--- src/rtl/compare_job_sequencer_if.sv ---
// Job/result bus for compare_job_sequencer: job input, comparator side-channel,
// result output and counter status.
interface compare_job_sequencer_if #(
    parameter int unsigned DEPTH = 4,
    parameter int unsigned CNT_W = 8
);
    localparam int unsigned LVL_W = $clog2(DEPTH) + 1;

    logic             in_valid;
    logic             in_ready;
    logic [7:0]       in_A;
    logic [7:0]       in_B;
    logic [1:0]       in_select;

    logic [7:0]       cmp_A;
    logic [7:0]       cmp_B;
    logic [1:0]       cmp_select;
    logic [15:0]      cmp_Y;

    logic             out_valid;
    logic             out_ready;
    logic [15:0]      out_Y;
    logic [1:0]       out_select;

    logic [LVL_W-1:0] level;
    logic [CNT_W-1:0] nz_count;
    logic             clear_count;

    // Sequencer side
    modport slave (
        input  in_valid, in_A, in_B, in_select, cmp_Y, out_ready, clear_count,
        output in_ready, cmp_A, cmp_B, cmp_select, out_valid, out_Y, out_select,
               level, nz_count
    );

    // Producer / consumer / comparator side
    modport master (
        output in_valid, in_A, in_B, in_select, cmp_Y, out_ready, clear_count,
        input  in_ready, cmp_A, cmp_B, cmp_select, out_valid, out_Y, out_select,
               level, nz_count
    );
endinterface

--- src/rtl/compare_job_sequencer.sv ---
// Job FIFO feeding an external comparator, with a registered result stage and a
// saturating count of delivered nonzero results.
module compare_job_sequencer #(
    parameter int unsigned DEPTH = 4,
    parameter int unsigned CNT_W = 8
) (
    input  logic                     clk,
    input  logic                     rst_n,
    compare_job_sequencer_if.slave   bus
);
    localparam int unsigned PTR_W = $clog2(DEPTH);
    localparam int unsigned LVL_W = PTR_W + 1;

    typedef struct packed {
        logic [7:0] a;
        logic [7:0] b;
        logic [1:0] sel;
    } job_t;

    job_t             mem_q [DEPTH];
    job_t             mem_d [DEPTH];
    logic [PTR_W-1:0] wr_ptr_q, wr_ptr_d;
    logic [PTR_W-1:0] rd_ptr_q, rd_ptr_d;
    logic [LVL_W-1:0] level_q, level_d;
    logic             out_valid_q, out_valid_d;
    logic [15:0]      out_y_q, out_y_d;
    logic [1:0]       out_sel_q, out_sel_d;
    logic [CNT_W-1:0] nz_q, nz_d;

    logic             empty;
    logic             full;
    logic             push;
    logic             pop;
    logic             out_hs;
    job_t             head;

    assign empty  = (level_q == '0);
    assign full   = (level_q == LVL_W'(DEPTH));
    assign push   = bus.in_valid && !full;
    assign pop    = !empty && (!out_valid_q || bus.out_ready);
    assign out_hs = out_valid_q && bus.out_ready;
    assign head   = mem_q[rd_ptr_q];

    // Head presented to the comparator; zero while the FIFO is empty
    assign bus.cmp_A      = empty ? 8'h00 : head.a;
    assign bus.cmp_B      = empty ? 8'h00 : head.b;
    assign bus.cmp_select = empty ? 2'b00 : head.sel;

    assign bus.in_ready   = !full;
    assign bus.out_valid  = out_valid_q;
    assign bus.out_Y      = out_y_q;
    assign bus.out_select = out_sel_q;
    assign bus.level      = level_q;
    assign bus.nz_count   = nz_q;

    // Next-state for FIFO storage, pointers, occupancy, result stage and counter
    always_comb begin
        mem_d       = mem_q;
        wr_ptr_d    = wr_ptr_q;
        rd_ptr_d    = rd_ptr_q;
        level_d     = level_q;
        out_valid_d = out_valid_q;
        out_y_d     = out_y_q;
        out_sel_d   = out_sel_q;
        nz_d        = nz_q;

        if (push) begin
            mem_d[wr_ptr_q] = '{a: bus.in_A, b: bus.in_B, sel: bus.in_select};
            wr_ptr_d        = wr_ptr_q + PTR_W'(1);
        end

        if (pop) begin
            out_y_d     = bus.cmp_Y;
            out_sel_d   = head.sel;
            out_valid_d = 1'b1;
            rd_ptr_d    = rd_ptr_q + PTR_W'(1);
        end else if (out_hs) begin
            out_valid_d = 1'b0;
        end

        case ({push, pop})
            2'b10:   level_d = level_q + LVL_W'(1);
            2'b01:   level_d = level_q - LVL_W'(1);
            default: level_d = level_q;
        endcase

        // Clear wins over a same-cycle increment
        if (bus.clear_count) begin
            nz_d = '0;
        end else if (out_hs && (out_y_q != 16'h0000) && (nz_q != '1)) begin
            nz_d = nz_q + CNT_W'(1);
        end
    end

    // State registers; reset discards buffered jobs and the pending result
    always_ff @(posedge clk or negedge rst_n) begin
        if (!rst_n) begin
            for (int i = 0; i < int'(DEPTH); i++) begin
                mem_q[i] <= '0;
            end
            wr_ptr_q    <= '0;
            rd_ptr_q    <= '0;
            level_q     <= '0;
            out_valid_q <= 1'b0;
            out_y_q     <= '0;
            out_sel_q   <= '0;
            nz_q        <= '0;
        end else begin
            mem_q       <= mem_d;
            wr_ptr_q    <= wr_ptr_d;
            rd_ptr_q    <= rd_ptr_d;
            level_q     <= level_d;
            out_valid_q <= out_valid_d;
            out_y_q     <= out_y_d;
            out_sel_q   <= out_sel_d;
            nz_q        <= nz_d;
        end
    end
endmodule

--- src/flat_wrapper.sv ---
// flat-port wrapper written by rule: the top's interface ports become plain ports
module compare_job_sequencer_flat 
#(
    parameter int unsigned DEPTH = 4,
    parameter int unsigned CNT_W = 8
)
  (clk, rst_n, bus_in_valid, bus_in_A, bus_in_B, bus_in_select, bus_cmp_Y, bus_out_ready, bus_clear_count, bus_in_ready, bus_cmp_A, bus_cmp_B, bus_cmp_select, bus_out_valid, bus_out_Y, bus_out_select, bus_level, bus_nz_count);
  compare_job_sequencer_if #(.DEPTH(DEPTH), .CNT_W(CNT_W)) bus_i ();
  input  logic clk;
  input  logic rst_n;
  input wire logic [$bits(bus_i.in_valid)-1:0] bus_in_valid;
  input wire logic [$bits(bus_i.in_A)-1:0] bus_in_A;
  input wire logic [$bits(bus_i.in_B)-1:0] bus_in_B;
  input wire logic [$bits(bus_i.in_select)-1:0] bus_in_select;
  input wire logic [$bits(bus_i.cmp_Y)-1:0] bus_cmp_Y;
  input wire logic [$bits(bus_i.out_ready)-1:0] bus_out_ready;
  input wire logic [$bits(bus_i.clear_count)-1:0] bus_clear_count;
  output wire logic [$bits(bus_i.in_ready)-1:0] bus_in_ready;
  output wire logic [$bits(bus_i.cmp_A)-1:0] bus_cmp_A;
  output wire logic [$bits(bus_i.cmp_B)-1:0] bus_cmp_B;
  output wire logic [$bits(bus_i.cmp_select)-1:0] bus_cmp_select;
  output wire logic [$bits(bus_i.out_valid)-1:0] bus_out_valid;
  output wire logic [$bits(bus_i.out_Y)-1:0] bus_out_Y;
  output wire logic [$bits(bus_i.out_select)-1:0] bus_out_select;
  output wire logic [$bits(bus_i.level)-1:0] bus_level;
  output wire logic [$bits(bus_i.nz_count)-1:0] bus_nz_count;
  assign bus_i.in_valid = bus_in_valid;
  assign bus_i.in_A = bus_in_A;
  assign bus_i.in_B = bus_in_B;
  assign bus_i.in_select = bus_in_select;
  assign bus_i.cmp_Y = bus_cmp_Y;
  assign bus_i.out_ready = bus_out_ready;
  assign bus_i.clear_count = bus_clear_count;
  assign bus_in_ready = bus_i.in_ready;
  assign bus_cmp_A = bus_i.cmp_A;
  assign bus_cmp_B = bus_i.cmp_B;
  assign bus_cmp_select = bus_i.cmp_select;
  assign bus_out_valid = bus_i.out_valid;
  assign bus_out_Y = bus_i.out_Y;
  assign bus_out_select = bus_i.out_select;
  assign bus_level = bus_i.level;
  assign bus_nz_count = bus_i.nz_count;
  compare_job_sequencer #(.DEPTH(DEPTH), .CNT_W(CNT_W)) u_core (.clk(clk), .rst_n(rst_n), .bus(bus_i));
endmodule
--- config.mk ---
export PLATFORM = sky130hd
export DESIGN_NAME = compare_job_sequencer_flat
export DESIGN_NICKNAME = d
export VERILOG_FILES = /design/src/rtl/compare_job_sequencer_if.sv /design/src/rtl/compare_job_sequencer.sv /design/src/flat_wrapper.sv
export SDC_FILE = /design/constraint.sdc
export NUM_CORES = 1
export LEC_CHECK = 0
export CAP_MARGIN = 10
export CORE_MARGIN = 2
export CORE_UTILIZATION = 30
export CTS_CLUSTER_DIAMETER = 60
export DETAILED_ROUTE_END_ITERATION = 10
export PLACE_DENSITY = 0.53
export SYNTH_ARGS = -nofsm -noshare
export SYNTH_HDL_FRONTEND = slang
export SYNTH_SLANG_ARGS = --single-unit
--- constraint.sdc ---
create_clock -name clk -period 1.85 [get_ports clk]
set_input_delay 0.185 -clock clk [delete_from_list [all_inputs] [get_ports clk]]
set_output_delay 0.185 -clock clk [all_outputs]
set_load 0.1 [all_outputs]
* Word-level counts from Yosys, hierarchy flattened
Cells that the tools add are included.
Word-level totals: bits in registers 106, latch bits 0, bits in writable memories 0, memory bits (read-only) 0, output and inout bits 49, logic and storage cells 62, memories kept 0
Operators by class: add/sub/neg operators 5, multiply operators 0, div/mod/pow operators 0, magnitude comparators 3, equality and inequality tests 4, shift-type cells 0, multiplexer cells 14, bitwise operators 2, reduce and logical (&&, ||, !) cells 15
Operators by type and width (number):
- bitwise mux 72 bit | 1
- 2-to-1 mux 18 bit | 3
- binary-select mux 18 bit (select 2 bit) | 1
- demux 18 bit (select 2 bit) | 1
- 2-to-1 mux 8 bit | 4
- nonzero test 16 bit | 1
- adder 8 x 1 -> 8 bit (second input constant) | 1
- != test 8 bit (second input constant) | 1
- >= comparator 3 bit (second input constant) | 2
- logical AND 1 bit | 6
- inverter 2 -> 3 bit | 2
- one-hot mux 3 bit (2 select lines) | 1
- nonzero test 2 bit | 3
- adder 2 x 1 -> 2 bit (second input constant) | 2
- adder 3 x 1 -> 3 bit (second input constant) | 1
- == test 3 bit (second input constant) | 1
- zero test 1 bit | 3
- zero test 3 bit | 1
- < comparator 3 x 1 -> 1 bit (second input constant) | 1
- subtractor 3 x 1 -> 3 bit (second input constant) | 1
- == test 2 x 1 -> 1 bit (second input constant) | 1
- == test 2 bit (second input constant) | 1
- 2-to-1 mux 1 bit | 2
- 2-to-1 mux 2 bit | 1
- logical OR 1 bit | 1

* Logic depth before layout (Yosys ltp)
depth after elaboration 6, gate-level depth with buffers 9

* Worst setup path before layout
OpenSTA, ideal clock, no wires.
kind flip-flop to output port, start register u_core.level_q[2], in the netlist u_core.bus.level[2], end output port bus_cmp_A[0], data arrival time 2913 ps, data required time 1665 ps, setup slack -1248 ps, cell stages (with the launch flop) 5, buffers on the path 2, cell sequence dfrtp_1 -> nor3_1 -> clkbuf_1 -> clkbuf_1 -> nor2b_1
On the way: cells in the longest elaborated chain, start to end 2
Ends and longest elaborated chain:
- from (decl) | line compare_job_sequencer.sv:24 | logic [LVL_W-1:0] level_q, level_d;
- from (signal assigned) | line compare_job_sequencer.sv:112 | level_q <= level_d;
- zero test 3 bit | line compare_job_sequencer.sv:37 | assign empty = (level_q == '0);
- 2-to-1 mux 8 bit | line compare_job_sequencer.sv:45 | assign bus.cmp_A = empty ? 8'h00 : head.a;
- to (decl) | line flat_wrapper.sv:19 | output wire logic [$bits(bus_i.cmp_A)-1:0] bus_cmp_A;
Every way passes these cells.

* Final worst setup path
start register u_core.rd_ptr_q[0], end output port bus_cmp_select[0]
On the way: cells in the longest elaborated chain, start to end 5
Ends and longest elaborated chain:
- from (decl) | line compare_job_sequencer.sv:23 | logic [PTR_W-1:0] rd_ptr_q, rd_ptr_d;
- from (signal assigned) | line compare_job_sequencer.sv:111 | rd_ptr_q <= rd_ptr_d;
- inverter 2 -> 3 bit (not written as such) | line compare_job_sequencer.sv:42 | assign head = mem_q[rd_ptr_q];
- binary-select mux 18 bit (select 2 bit) | line compare_job_sequencer.sv:42
- 2-to-1 mux 18 bit (not written as such) (2 in a row) | line compare_job_sequencer.sv:42
- 2-to-1 mux 2 bit | line compare_job_sequencer.sv:47 | assign bus.cmp_select = empty ? 2'b00 : head.sel;
- to (decl) | line flat_wrapper.sv:21 | output wire logic [$bits(bus_i.cmp_select)-1:0] bus_cmp_select;
Every way passes these cells. The select of a mux whose other input is x is not followed.

==> qor.yml <==
insertion_delay_ps: 350
drtPass1Iterations: 4
cts_buffers: 9
worst_setup_path_end_kind: "primary output"
overflow: 0
violations: "setup timing"
syn_nets: 376
ys_async_sr_fraction_pct: 100
timing.fmax_mhz: 496
drc: 0
place_inst: 653
place.gp.congestion: 0.775
synth-adder-area-share_pct: 1.89
grt_max_degree: 43
syn-instance-count: 330
min_period_ps: 2010
critical-path-top-delay-family: "multiplexers"
start_util_pct: 30.5
clockBufferDepth: 2
finalMaxSlewViolations: 0
status: "finished with violations"
antenna_found_initial: 0
synth_top_family_by_area: "multiplexers"
synth_compound_area_share_pct: 2.37
critPathLaunchType: "register"
fin_ws_ps: -165
die_area_um2: 17800
clk_pin_slew_worst_paths_ps: 70
cts-root-buf: "clkbuf_16"
fp.dieH_um: 133
cts_tree: "yes"
cts_htree_levels: 3
fin_nets: 496
synthTopCellsByArea: "dfrtp_1 (53%), mux2_4 (12%), mux2_2 (12%)"
layout_commonest_cell: "dfrtp_1"
fin_skew_ps: 6.02
instances_no_fill: 675
worst_path_most_repeated_cell: "buf_12"
tightest_slew_ps: 647
cpMaxStageDelayCell: "mux4_2"
synth-simple-area-share_pct: 7.05
worstPathRequired_ps: 1660
regToRegSetupSlack_ps: 50
synth_area_per_cell_um2: 15.2
cp_data_arrival_time_ps: 1830
synth_top_area_share_pct: 52.8
muxShareOfSynthArea_pct: 32.1
cts_sinks: 106
ys_seq_area_share_pct: 52.8
diodes: 0
worstPathCellList: "buf_4 > buf_12 > mux4_2 > nor2b_4 > buf_12"
grt_pass1_wl_um: 18500
syn_area_um2: 5020
ant_nets: 0
globalRouteTotalUtil_pct: 13.6
vias: 3144
relSlewSlack_pct: 56.6
crit_buf_inv: 3
synth_xor_xnor_area_share_pct: 1.05
drive_gt1_share_pct: 61.5
setup_viol: 18
rsz0062_at_grt: "true"
synth_area_leader_cell: "dfrtp_1"
pre_cts_ws_ps: -178
design.core.area_um2: 16500
crit_fanout: 7
max_stage_delay_ps: 520
wl_per_cell_um: 17.0
post-route-period-util_pct: 109
maxCapViolCount: 0
areaGrowthSynthToFinish_pct: 44.1
drtIter0Drc: 129
port_buffers: 87
die_w_um: 133
yosysWarnings: 0
synth-edff-count: 0
grt_pass1_vias: 3372
ys.flop_type: "dfrtp_1"
hold_viol: 0
worst-setup-path-type: "reg2out"
min_path_type: "in2async"
wl_um: 11500
floorplan.rows: 47
synth.distinct_cells: 34
ios: 88
synth.ff_latch_count: 106
viasPerCell: 4.66
tns_ps: -2590
postLayoutCoreUtil_pct: 43.9
final_cell_mix: "dfrtp_1 (77), buf_4 (57), mux2_2 (53), mux2_4 (40), clkdlybuf4s50_1 (37)"
hpwl_um: 7970
[state kept, by name, indices dropped and copies added, names as in the netlist]
signal	cells
u_core.bus.level	3
u_core.bus.out_valid	1
u_core.bus.nz_count	8
u_core.bus.out_select	2
u_core.wr_ptr_q	2
u_core.rd_ptr_q	2
u_core.bus.out_Y	16
u_core.mem_q	72
[cells in the mapped netlist, drive strengths merged (4+ instances only)]
library cell and instances:
dfrtp 106, mux2 93, nor2b 20, mux4 18, buf 12, nand2 10, inv 9, a21oi 7
nor2 7, ha 6, nor4 6, clkbuf 4, nand3 4, o31ai 4
[cell families (layout without fill, tap and decap cells)]
kind of cell,after synthesis,after routing
AND/OR/NAND/NOR,57,57
flip-flops,106,106
multiplexers,112,112
adder cells (fa/ha/maj),7,7
buffers and inverters,25,150
AO/OA/AOI/OAI,17,17
XOR/XNOR,6,6
[worst paths after layout]
path,start,endpoint,depth (start not counted)
hold / removal,rst_n,u_core.mem_q[58],2
hold reg to reg,u_core.mem_q[28],u_core.mem_q[28],1
setup reg to reg,u_core.bus.level[0],u_core.bus.level[2],9
setup / recovery,u_core.rd_ptr_q[0],bus_cmp_select[0],5
max in group asynchronous,rst_n,u_core.mem_q[47],3
min in group clk,bus_cmp_Y[7],u_core.bus.out_Y[7],2
[final cells by class]
class,count,area (µm²)
clock inverter,6,90.1
inverter,9,33.8
clock buffer,10,239
multi-input combinational,199,2440
tap,220,275
timing repair buffer,125,1420
fill,1510,9230
sequential,106,2740
[repair_timing]
action,CTS,global route
hold endpoints to repair,36,0
setup buffers,3,1
endpoints found under the setup margin,18,20
pin swaps,0,2
resized for setup,2,1
hold buffers,1,0
cloned,1,0
[metal layers]
| layer | global-route usage (%) | part of all wire, % | wire length [µm] | vias up |
|---|---|---|---|---|
| met1 | 18.4 | 46 | 5300 | 1640 |
| met4 | 4.02 | 1.5 | 168 | 0 |
| li1 | - | - | - | 1436 |
| met5 | 0 | 0 | 0 | - |
| met3 | 4.07 | 4.1 | 471 | 11 |
| met2 | 21.1 | 48 | 5560 | 57 |
[stage by stage]
step | hold WS [ps] | area (µm²)
after floorplan | -111 | 5330
after global placement | 211 | 6820
after detailed placement | 210 | 6820
after CTS | 372 | 7220
after global routing | 388 | 7230
final | 360 | 7230
Power is not shown: default switching activity piles up to over one toggle a cycle in this logic, so the estimate is an artifact.
==> patch 1 (same flow settings) <==
`CNT_W` is set to 8 in 3 places; all go to 6.
--- a/src/rtl/compare_job_sequencer_if.sv
+++ b/src/rtl/compare_job_sequencer_if.sv
@@ -4,3 +4,3 @@
     parameter int unsigned DEPTH = 4,
-    parameter int unsigned CNT_W = 8
+    parameter int unsigned CNT_W = 6
 );
--- a/src/rtl/compare_job_sequencer.sv
+++ b/src/rtl/compare_job_sequencer.sv
@@ -4,3 +4,3 @@
     parameter int unsigned DEPTH = 4,
-    parameter int unsigned CNT_W = 8
+    parameter int unsigned CNT_W = 6
 ) (
--- a/src/flat_wrapper.sv
+++ b/src/flat_wrapper.sv
@@ -4,3 +4,3 @@
     parameter int unsigned DEPTH = 4,
-    parameter int unsigned CNT_W = 8
+    parameter int unsigned CNT_W = 6
 )
Ports: changed (resized bus_nz_count); port bits go from 88 to 86. The function was not compared with the original's and may differ.
==> patch 1 against the original RTL <==
- the run still ends with negative setup slack left
- global-route usage is 0.062 points lower
- critical path depth is 1 lower
- largest cell class unchanged
- final area is 6.4% lower
- critical path type unchanged
- synthesized area is 3.1% lower
- wire length is 4.9% lower
- sequential cell count is 2 lower
- worst setup slack better by 0.065 ns
Power is not shown: default switching activity piles up to over one toggle a cycle in this logic, so the estimate is an artifact.
==> patch 1: results (changes against the original RTL) <==
[final_layout]
fillers=1505  ; was 1510
clkCellAreaFrac_pct=4.34  ; was 4.55%
layout.nonclk_buf_share_pct=17.3  ; was 19.6%
layout.nets=460  ; was 496
area_delta_synth_final_pct=39.2  ; was 44.1%

[synthesis]
syn_avg_cell_area_um2=15.6  ; was 15.2 µm²
synth-compound-area-share_pct=1.88  ; was 2.37%
synthXorXnorAreaFrac_pct=1.08  ; was 1.05%
yosysUniqueCellTypes=33  ; was 34
synthTopCellsByCount=104 x dfrtp_1, 51 x mux2_2, 40 x mux2_4  ; was 106 x dfrtp_1, 53 x mux2_2, 40 x mux2_4

[status]
outcome=finished with violations  ; unchanged
violations=negative setup slack  ; unchanged

[placed_design]
dp_cells=612  ; was 653
place.gp.congestion=0.739  ; was 0.775
place_ws_ns=-0.0988  ; was -0.178 ns
place_area_um2=6390  ; was 6820 µm²
dp_hpwl_um=7250  ; was 7970 µm

[detailed_routing]
wl_met3_um=369  ; was 471 µm
wl_met1_um=5020  ; was 5300 µm
via_per_inst=4.56  ; was 4.66

[global_route]
grt_util_met3_pct=3.67  ; was 4.07%
track_usage_pct=13.5  ; was 13.6%
use_met2_pct=21.7  ; was 21.1%
grt_max_degree=55  ; was 43

[sta]
setup_viol=18  ; unchanged
finalWorstSetupSlack_ns=-0.0995  ; was -0.165 ns

[floorplan]
coreArea_um2=15900  ; was 16500 µm²

[setup_path]
worstPathArrival_ns=1.76  ; was 1.83 ns

[cts]
cts_resized=4  ; was 2

## patch 1: cell count changes in the layout (fill, tap and decap cells not counted), moves of 3 or more
| cell | before | now |
|---|---|---|
| buf_12 | 29 | 21 |
| buf_4 | 57 | 41 |
| buf_6 | 0 | 4 |
| clkinvlp_4 | 4 | 0 |
| dfrtp_4 | 20 | 15 |
| nor2_1 | 6 | 3 |
## patch 1: worst max-delay path by stage
stage                              startpoint                   to  slack [ns]  depth (start not counted)
after CTS                  u_core.rd_ptr_q[0]         bus_cmp_B[6]       -0.16                          5
after global routing       u_core.rd_ptr_q[0]         bus_cmp_B[7]       -0.17                          4
final                      u_core.rd_ptr_q[0]    bus_cmp_select[1]        -0.1                          4
after floorplan           u_core.bus.level[2]  u_core.bus.level[2]       -0.16                          9
after detailed placement        bus_out_ready  u_core.bus.level[2]        -0.1                          9
after global placement          bus_out_ready  u_core.bus.level[2]       -0.10                          9
==> patch 2 (same flow settings) <==
Without the edit above. Reset style: synchronous (`rst_n`), changed in one clocked block.
--- a/src/rtl/compare_job_sequencer.sv
+++ b/src/rtl/compare_job_sequencer.sv
@@ -95,3 +95,3 @@
     // State registers; reset discards buffered jobs and the pending result
-    always_ff @(posedge clk or negedge rst_n) begin
+    always_ff @(posedge clk) begin
         if (!rst_n) begin
Behaviour: differs if rst_n is asserted again (counterexample within 4 cycles, from zero or initial values and one cycle with rst_n low); with rst_n held inactive, the same outputs for 10 cycles.
==> patch 2 against the original RTL <==
- worst setup slack improved by 0.025 ns
- die area decreased by 2.8%
- final area down 5.3%
- register-to-register slack got worse by 0.19 ns
- count of clock-buffer cells in the layout increased by 1
- the run still ends with negative setup slack left
- core utilization is 0.82 points lower
- final cell count is 27% higher
- sequential cell count unchanged
- synthesized area fell by 2.9%
- wire length grew 13%
==> patch 2: results (changes against the original RTL) <==
[synthesis]
syn_nets=583  ; was 376
async_reset_ff_share_pct=0  ; was 100%
syn_inst=537  ; was 330
synthXorXnorAreaFrac_pct=0.898  ; was 1.05%
synthAdderAreaFrac_pct=1.95  ; was 1.89%
synthTopCellsByCount=187 x nand2_1, 106 x dfxtp_1, 60 x a21boi_0  ; was 106 x dfrtp_1, 53 x mux2_2, 40 x mux2_4
synth-compound-area-share_pct=17.1  ; was 2.37%
yosys_most_used_dff=dfxtp_1  ; was dfrtp_1
muxShareOfSynthArea_pct=8.52  ; was 32.1%
synth_area_leaders=dfxtp_1 44%, nand2_1 14%, a21boi_0 9.2%  ; was dfrtp_1 53%, mux2_4 12%, mux2_2 12%
yosysUniqueCellTypes=39  ; was 34
yosysSeqAreaShare_pct=43.5  ; was 52.8%

[placed_design]
dp_cells=831  ; was 653
place.gp.congestion=0.764  ; was 0.775
place_ws_ns=-0.250  ; was -0.178 ns
io_buffers=87  ; unchanged
place_area_um2=6370  ; was 6820 µm²
dp_hpwl_um=8290  ; was 7970 µm

[detailed_routing]
first_pass_iters=4  ; unchanged
drt_iter0_markers=153  ; was 129
vias=4069  ; was 3144
postRouteWirelength_um=13000  ; was 11500 µm

[sta]
setup_viol=19  ; was 18
finalWorstSetupSlack_ns=-0.139  ; was -0.165 ns
skew_ns=0.00833  ; was 0.00602 ns
worstMarginPinSlew_ns=0.517  ; was 0.647 ns
tns_ns=-1.87  ; was -2.59 ns

[status]
outcome=finished with violations  ; unchanged
violations=negative setup slack  ; unchanged

[setup_path]
crit_fanout=2  ; was 7
worstPathArrival_ns=2.28  ; was 1.83 ns

[pwr]
leakagePower_nw=2.45

[final_layout]
fillers=1532  ; was 1510
final_cells=858  ; was 675
layout.nets=683  ; was 496
drive_gt1_share_pct=29.0  ; was 61.5%
top_register=u_core.mem_q  ; unchanged

[cts]
cts.htree.levels=3  ; unchanged
cts_root_buf=clkbuf_16  ; unchanged
cts.path.max_buffers=2  ; unchanged
clk_pin_slew_ns=0.07  ; about the same

[global_route]
grt_util_met3_pct=5.05  ; was 4.07%
track_usage_pct=15.7  ; was 13.6%
use_met2_pct=27.1  ; was 21.1%
grt_max_degree=99  ; was 43
antenna_found_initial=0  ; unchanged
grt_pass1_wl_um=21400  ; was 18500 µm
use_met1_pct=18.9  ; was 18.4%

[min_path]
hold_class=in -> reg  ; was in -> async

[patch 2: worst paths after layout]
path                            slack (ns)           startpoint  depth (start not counted)                     end
worst max-delay path                 -0.14  u_core.bus.level[0]                          8     u_core.bus.level[2]
worst min-delay path                  0.30                rst_n                          3  u_core.bus.nz_count[0]
worst max register to register       -0.14  u_core.bus.level[0]                          8     u_core.bus.level[2]
worst min register to register        0.45     u_core.mem_q[56]                          2        u_core.mem_q[56]
[patch 2: where the power goes]
part	switching, mW	leakage [nW]	internal (mW)
clock	0.890	0.136	0.958
combinational	3.34	1.44	1.89
sequential	0.230	0.877	2.64
total	4.46	2.45	5.49
[patch 2: worst max-delay path, cell delays in order (launching register included)]
cell	delay (ns)
dfxtp_4	0.35
or3b_4	0.43
nand2_8	0.08
ha_4	0.14
inv_2	0.03
fa_2	0.32
xor2_1	0.15
or3_1	0.30
a21boi_1	0.12
[patch 2: final cells by class]
cell class / instances / area [µm²] / share of cell area [%]
clock buffers: 11 / 243 / 3.54
clock inverters: 5 / 38.8 / 0.566
inverters: 9 / 38.8 / 0.566
multi-input cells: 388 / 2690 / 39.3
flip-flops and latches: 106 / 2180 / 31.8
well taps: 216 / 270 / 3.95
repair buffers: 123 / 1390 / 20.3
[patch 2: layer usage]
metal / vias up / part of all wire (%) / wire, µm
met1: 1941 / 42 / 5440
met2: 106 / 51 / 6710
met4: 0 / 1.2 / 151
met5: - / 0 / 0
li1: 2010 / - / -
met3: 12 / 5.7 / 747
[patch 2: repair_timing]
item,in CTS,in global routing
pin swaps,2,2
endpoints found under the setup margin,20,23
gates resized for setup,14,6
setup buffers,5,4
cloned,1,1
